**config.mk**
```make
export PLATFORM = sky130hd
export DESIGN_NAME = seq_add_sub_flat
export DESIGN_NICKNAME = d
export VERILOG_FILES = /design/src/rtl/seq_add_sub_if.sv /design/src/rtl/seq_add_sub.sv /design/src/flat_wrapper.sv
export SDC_FILE = /design/constraint.sdc
export NUM_CORES = 1
export LEC_CHECK = 0
export ABC_AREA = 0
export ABC_CLOCK_PERIOD_IN_PS = 9070
export BUFFER_PORTS_ARGS = -buffer_cell sky130_fd_sc_hd__buf_2
export CELL_PAD_IN_SITES_DETAIL_PLACEMENT = 1
export CELL_PAD_IN_SITES_GLOBAL_PLACEMENT = 1
export CORE_MARGIN = 2
export CORE_UTILIZATION = 45
export CTS_BUF_LIST = sky130_fd_sc_hd__clkbuf_4
export CTS_CLUSTER_DIAMETER = 60
export DETAILED_ROUTE_END_ITERATION = 16
export GPL_ROUTABILITY_DRIVEN = 1
export PLACE_DENSITY = 0.82
export SKIP_CTS_REPAIR_TIMING = 1
export SLEW_MARGIN = 10
export SYNTH_ARGS = -nofsm -noshare
export SYNTH_HDL_FRONTEND = slang
export SYNTH_SLANG_ARGS = --single-unit
```
**constraint.sdc**
```tcl
create_clock -name clk -period 9.07 [get_ports clk]
set_input_delay 0.907 -clock clk [delete_from_list [all_inputs] [get_ports clk]]
set_output_delay 0.907 -clock clk [all_outputs]
set_load 0.1 [all_outputs]
```
**src/rtl/seq_add_sub_if.sv**
```systemverilog
// Operand/result bundle for the multi-cycle adder/subtractor.
// The master presents operands; the slave (the adder) returns result and flags.
interface seq_add_sub_if #(
    parameter int WIDTH = 32
);
    logic             in_valid;
    logic             in_ready;
    logic [WIDTH-1:0] in1;
    logic [WIDTH-1:0] in2;
    logic             sub;
    logic             done;
    logic [WIDTH-1:0] out;
    logic             cout;
    logic             ovf;

    modport master (output in_valid, in1, in2, sub,
                    input  in_ready, done, out, cout, ovf);
    modport slave  (input  in_valid, in1, in2, sub,
                    output in_ready, done, out, cout, ovf);
endinterface

```
**src/rtl/seq_add_sub.sv**
```systemverilog
// Multi-cycle adder/subtractor: sums CHUNK bits per cycle, low chunk first,
// with the inter-chunk carry held in a register. Results are held until the next completion.
module seq_add_sub #(
    parameter int WIDTH = 32,
    parameter int CHUNK = 8
) (
    input  logic         clk,
    input  logic         rst_n,
    seq_add_sub_if.slave bus
);
    localparam int NCH = WIDTH / CHUNK;
    localparam int IW  = (NCH > 1) ? $clog2(NCH) : 1;

    typedef enum logic {IDLE, RUN} state_t;

    state_t           state;
    logic [WIDTH-1:0] a, b, acc, acc_nxt, out_q;
    logic [WIDTH-1:0] a_sh, b_sh;
    logic             carry, done_q, cout_q, ovf_q;
    logic [IW-1:0]    idx;
    logic [31:0]      sh;
    logic [CHUNK:0]   sum;
    logic             last;

    // Chunk selection by shift/mask so NCH = 1 needs no special casing.
    always_comb begin
        sh      = 32'(idx) * 32'(CHUNK);
        a_sh    = a >> sh;
        b_sh    = b >> sh;
        sum     = {1'b0, a_sh[CHUNK-1:0]} + {1'b0, b_sh[CHUNK-1:0]} + {{CHUNK{1'b0}}, carry};
        acc_nxt = (acc & ~(WIDTH'({CHUNK{1'b1}}) << sh)) | (WIDTH'(sum[CHUNK-1:0]) << sh);
        last    = (idx == IW'(NCH - 1));
    end

    always_ff @(posedge clk or negedge rst_n) begin
        if (!rst_n) begin
            state  <= IDLE;
            a      <= '0;
            b      <= '0;
            acc    <= '0;
            carry  <= 1'b0;
            idx    <= '0;
            out_q  <= '0;
            cout_q <= 1'b0;
            ovf_q  <= 1'b0;
            done_q <= 1'b0;
        end else begin
            done_q <= 1'b0;
            case (state)
                IDLE: if (bus.in_valid) begin
                    a     <= bus.in1;
                    b     <= bus.sub ? ~bus.in2 : bus.in2;
                    carry <= bus.sub;
                    idx   <= '0;
                    acc   <= '0;
                    state <= RUN;
                end
                RUN: begin
                    acc   <= acc_nxt;
                    carry <= sum[CHUNK];
                    idx   <= idx + 1'b1;
                    if (last) begin
                        out_q  <= acc_nxt;
                        cout_q <= sum[CHUNK];
                        // b already holds the inverted operand, so one rule covers add and subtract.
                        ovf_q  <= (a[WIDTH-1] == b[WIDTH-1]) & (acc_nxt[WIDTH-1] != a[WIDTH-1]);
                        done_q <= 1'b1;
                        idx    <= '0;
                        state  <= IDLE;
                    end
                end
                default: state <= IDLE;
            endcase
        end
    end

    assign bus.in_ready = (state == IDLE);
    assign bus.done     = done_q;
    assign bus.out      = out_q;
    assign bus.cout     = cout_q;
    assign bus.ovf      = ovf_q;
endmodule

```
**src/flat_wrapper.sv**
```systemverilog
// flat-port wrapper written by rule: the top's interface ports become plain ports
module seq_add_sub_flat 
#(
    parameter int WIDTH = 32,
    parameter int CHUNK = 8
)
  (clk, rst_n, bus_in_valid, bus_in1, bus_in2, bus_sub, bus_in_ready, bus_done, bus_out, bus_cout, bus_ovf);
  seq_add_sub_if #(.WIDTH(WIDTH)) bus_i ();
  input  logic clk;
  input  logic rst_n;
  input wire logic [$bits(bus_i.in_valid)-1:0] bus_in_valid;
  input wire logic [$bits(bus_i.in1)-1:0] bus_in1;
  input wire logic [$bits(bus_i.in2)-1:0] bus_in2;
  input wire logic [$bits(bus_i.sub)-1:0] bus_sub;
  output wire logic [$bits(bus_i.in_ready)-1:0] bus_in_ready;
  output wire logic [$bits(bus_i.done)-1:0] bus_done;
  output wire logic [$bits(bus_i.out)-1:0] bus_out;
  output wire logic [$bits(bus_i.cout)-1:0] bus_cout;
  output wire logic [$bits(bus_i.ovf)-1:0] bus_ovf;
  assign bus_i.in_valid = bus_in_valid;
  assign bus_i.in1 = bus_in1;
  assign bus_i.in2 = bus_in2;
  assign bus_i.sub = bus_sub;
  assign bus_in_ready = bus_i.in_ready;
  assign bus_done = bus_i.done;
  assign bus_out = bus_i.out;
  assign bus_cout = bus_i.cout;
  assign bus_ovf = bus_i.ovf;
  seq_add_sub #(.WIDTH(WIDTH), .CHUNK(CHUNK)) u_core (.clk(clk), .rst_n(rst_n), .bus(bus_i));
endmodule
```
==> results.md <==
| Step | Metric | Value |
|---|---|---|
| sta | Slew Limit Fails | 0 |
| sta | Smallest setup slack after layout | 5.42 ns |
| clock network | Clock slew seen by the registers of the worst setup and hold paths | 0.10 ns |
| floorplanning | Die extent in x | 119 µm |
| logic synthesis | Post-synthesis instance area | 5900 µm² |
| logic synthesis | Adder-cell share of the synthesized area | 3.01% |
| logic synthesis | Number of flip-flops and latches in the synthesized netlist | 127 |
| routing | DR vias | 4,589 |
| finish | Most common cell after layout, fill and taps aside | sky130_fd_sc_hd__nand2_1 |
| global route | GRT Residual Overflow | 0 |
| sta | Maximum frequency from static timing analysis | 274 MHz |
| floorplanning | I/O pin count | 104 |
| logic synthesis | Parity-gate share of the synthesized area counting xor and xnor cells | 5.47% |
| placed design | Final HPWL from detailed placement | 11,100 µm |
| clock network | Total number of H-tree levels | 4 |
| finish | Design Area, Final | 6770 µm² |
| critical path | Worst Setup End Kind | register |
| finish | Share of layout cells above drive strength 1 | 23.6% |
| routing | Antenna-violating nets left | 0 |
| sta | RSZ-0062 raised after global routing | false |
| routing | Average vias per placed instance | 5.43 |
| finish | Commonest cells after routing, fill and taps aside | sky130_fd_sc_hd__nand2_1, sky130_fd_sc_hd__dfrtp_1, sky130_fd_sc_hd__buf_2 |
| finish | Area Overhead vs Synth | 14.7% |
| routing | First-pass detailed-route iteration total | 5 |
| critical path | Setup slack of the worst register-to-register path | 5.42 ns |
| critical path | Register-to-Register Path Depth | 8 |
| logic synthesis | Portion of the post-synthesis area used by sequential elements | 53.9% |
| placed design | Placed cell areas | 6550 µm² |
| global route | Number of antenna violations at the first check in global routing | 0 |
| critical path | WP data required | 9.47 ns |
| routing | Wirelength per Cell | 18.5 µm |
| logic synthesis | Post-synthesis share of cell area spent on and, or, nand and nor gates | 14.1% |
| critical path | Arrival @ worst endpoint | 4.05 ns |
| logic synthesis | Yosys warns | 0 |
| sta | Relative slew margins | 31.0% |
| clock network | Clk_lat worst skew | 0.55 ns |
| critical path | Startpoint types | register |
| min path | Worst hold path type | in2async |
| logic synthesis | Fraction of synthesized area in multiplexers | 6.34% |
| floorplanning | Total die area | 14,000 µm² |
| logic synthesis | Netlist cell types | 40 |
| logic synthesis | Average cell area after synthesis | 10.4 µm² |
| global route | Largest net degree at the start of global routing | 98 |
| sta | Transition at the pin with the smallest max-transition slack | 1.03 ns |
| sta | Worst Clk Skew | 0.0133 ns |
| job | Max-cap violation count | 0 |
| routing | Routed wire length | 15,700 µm |
| sta | Aggregate negative setup slack | 0 ns |
| clock network | Number of sinks handled by clock tree synthesis | 127 |
| global route | Global-route wire length before repair | 26,000 µm |
| clock network | Clock tree from TritonCTS | yes |
| logic synthesis | Synthesized instance count | 570 |
| sta | Number of failing setup endpoints in the final timing report | 0 |
| logic synthesis | Post-Synthesis Net Count | 651 |
| floorplanning | Die Y-Extent | 119 µm |
| floorplanning | Starting density of the core | 46.4% |
| logic synthesis | Complex-gate fraction of the synthesized area | 14.3% |
| clock network | Root Buffer | sky130_fd_sc_hd__clkbuf_4 |
| finish | Number of standard cells in the layout, taps in and fillers out | 845 |
| placed design | Pre-CTS setup slack | 5.45 ns |
| critical path | Critical path class | reg2reg |
| global route | Number of global-route vias before repair | 5,051 |
| clock network | Number of clock buffers inserted by TritonCTS | 17 |
| placed design | IO buf count | 103 |
| placed design | Final estimated routing congestion in global placement | 0.808 |
| finish | Number of inserted diodes | 0 |
| clock network | Clock Tree Buf Depth | 2 |
| placed design | Dpl cells | 817 |
| critical path | Largest fanout on the critical path | 24 |
| sta | Final hold vios | 0 |
| status | Outcome | complete, no violations |
| sta | Clock period minus final worst setup slack | 3.65 ns |
| routing | DRC Markers | 0 |
| floorplanning | FP Rows | 41 |
| global route | Overall Global Routing Usage | 23.9% |
| routing | Starting DRC count in detailed routing | 275 |
| floorplanning | Standard cell core area | 12,700 µm² |
| logic synthesis | Main combinational cell family by area after synthesis | compound AO/OA/AOI/OAI gates |
| sta | Post-route clock period utilization | 40.3% |
| finish | Number of nets at the end of the flow | 745 |
-- cell usage after synthesis --
cell type	number	share of area, %
sky130_fd_sc_hd__nand2_1	153	9.7
sky130_fd_sc_hd__dfrtp_1	127	54
sky130_fd_sc_hd__o21ai_0	48	4.1
sky130_fd_sc_hd__nor2_1	47	3.0
sky130_fd_sc_hd__xnor2_1	33	4.9
sky130_fd_sc_hd__a22o_1	24	3.6
sky130_fd_sc_hd__clkbuf_1	22	1.4
sky130_fd_sc_hd__a221oi_1	18	2.7
sky130_fd_sc_hd__mux4_2	16	6.1
sky130_fd_sc_hd__a21oi_1	13	1.1
sky130_fd_sc_hd__ha_1	11	2.3
sky130_fd_sc_hd__buf_2	9	0.76
sky130_fd_sc_hd__inv_1	8	0.51
sky130_fd_sc_hd__and3_1	4	0.42
sky130_fd_sc_hd__nor3_1	4	0.34
sky130_fd_sc_hd__a32oi_1	3	0.45
sky130_fd_sc_hd__buf_1	3	0.19
sky130_fd_sc_hd__a21o_1	2	0.25
sky130_fd_sc_hd__fa_1	2	0.68
sky130_fd_sc_hd__o31ai_1	2	0.25
sky130_fd_sc_hd__xor2_1	2	0.30
sky130_fd_sc_hd__a211oi_1	1	0.13
sky130_fd_sc_hd__a211oi_2	1	0.21
sky130_fd_sc_hd__a22oi_1	1	0.13
sky130_fd_sc_hd__a31o_1	1	0.15
sky130_fd_sc_hd__a41oi_2	1	0.28
sky130_fd_sc_hd__and2_1	1	0.11
sky130_fd_sc_hd__inv_2	1	0.064
sky130_fd_sc_hd__mux2i_2	1	0.23
sky130_fd_sc_hd__nand2_2	1	0.11
sky130_fd_sc_hd__nand2b_1	1	0.11
sky130_fd_sc_hd__nand3_1	1	0.085
sky130_fd_sc_hd__nand4_1	1	0.11
sky130_fd_sc_hd__o211a_1	1	0.17
sky130_fd_sc_hd__o211ai_1	1	0.13
sky130_fd_sc_hd__o21bai_1	1	0.13
sky130_fd_sc_hd__o22a_1	1	0.15
sky130_fd_sc_hd__o311ai_4	1	0.45
sky130_fd_sc_hd__or2b_1	1	0.13
sky130_fd_sc_hd__xor2_2	1	0.28
-- cell families after synthesis --
| kind of cell | count (synthesis) |
|---|---|
| and+or+nand+nor | 214 |
| DFF | 127 |
| AOI/OAI and AO/OA | 120 |
| buffers and inverters | 43 |
| xor gates and xnor gates | 36 |
| muxes | 17 |
| adders and majority gates | 13 |
-- layout make-up --
| class | instances | area, µm² |
|---|---|---|
| fill | 1512 | 5960 |
| sequential | 127 | 3180 |
| multi-input combinational | 400 | 2550 |
| timing repair buffer | 109 | 563 |
| tap | 172 | 215 |
| clock buffer | 24 | 180 |
| clock inverter | 4 | 41.3 |
| inverter | 9 | 33.8 |
-- layer usage --
layer  part of all wire, %  routed length (µm)  up-vias  global-route usage, %
met5                     0                   0        -                      0
met4                   3.1                 479        0                   11.1
li1                      -                   -     2153                      -
met1                    42                6610     2277                   28.7
met3                   3.4                 536       36                   4.87
met2                    51                8050      123                   41.2
-- through the flow --
step	utilization, %	hold WS [ns]
floorplan	-	0.440
global route	53.2	0.385
global placement	51.4	0.455
CTS	53.2	0.365
detailed placement	51.4	0.462
finish	53.2	0.375
-- critical path, stage by stage (launching register included) --
cell                       delay (ns)
sky130_fd_sc_hd__dfrtp_1         0.52
sky130_fd_sc_hd__buf_4           0.43
sky130_fd_sc_hd__mux4_2          0.62
sky130_fd_sc_hd__fa_1            0.48
sky130_fd_sc_hd__a21oi_1         0.27
sky130_fd_sc_hd__o211ai_1        0.15
sky130_fd_sc_hd__a21oi_1         0.22
sky130_fd_sc_hd__xor2_1          0.57
sky130_fd_sc_hd__o21ai_0         0.24
-- registers in the layout, summed over array words and instances, names as in the netlist --
register / flops
u_core.b: 32
u_core.idx: 2
u_core.bus.cout: 1
u_core.a: 32
u_core.bus.out: 32
u_core.bus.ovf: 1
u_core.bus.done: 1
u_core.acc: 24
u_core.state: 1
u_core.carry: 1
-- worst paths after layout --
kind	endpoint	startpoint
min	u_core.b[25]	rst_n
max in group asynchronous	u_core.a[17]	rst_n
max reg2reg	u_core.acc[6]	u_core.idx[0]
min in group clk	u_core.a[8]	u_core.a[8]
min reg2reg	u_core.a[8]	u_core.a[8]
max	u_core.acc[6]	u_core.idx[0]
Power is not shown: default switching activity piles up to over one toggle a cycle in this logic, so the estimate is an artifact.
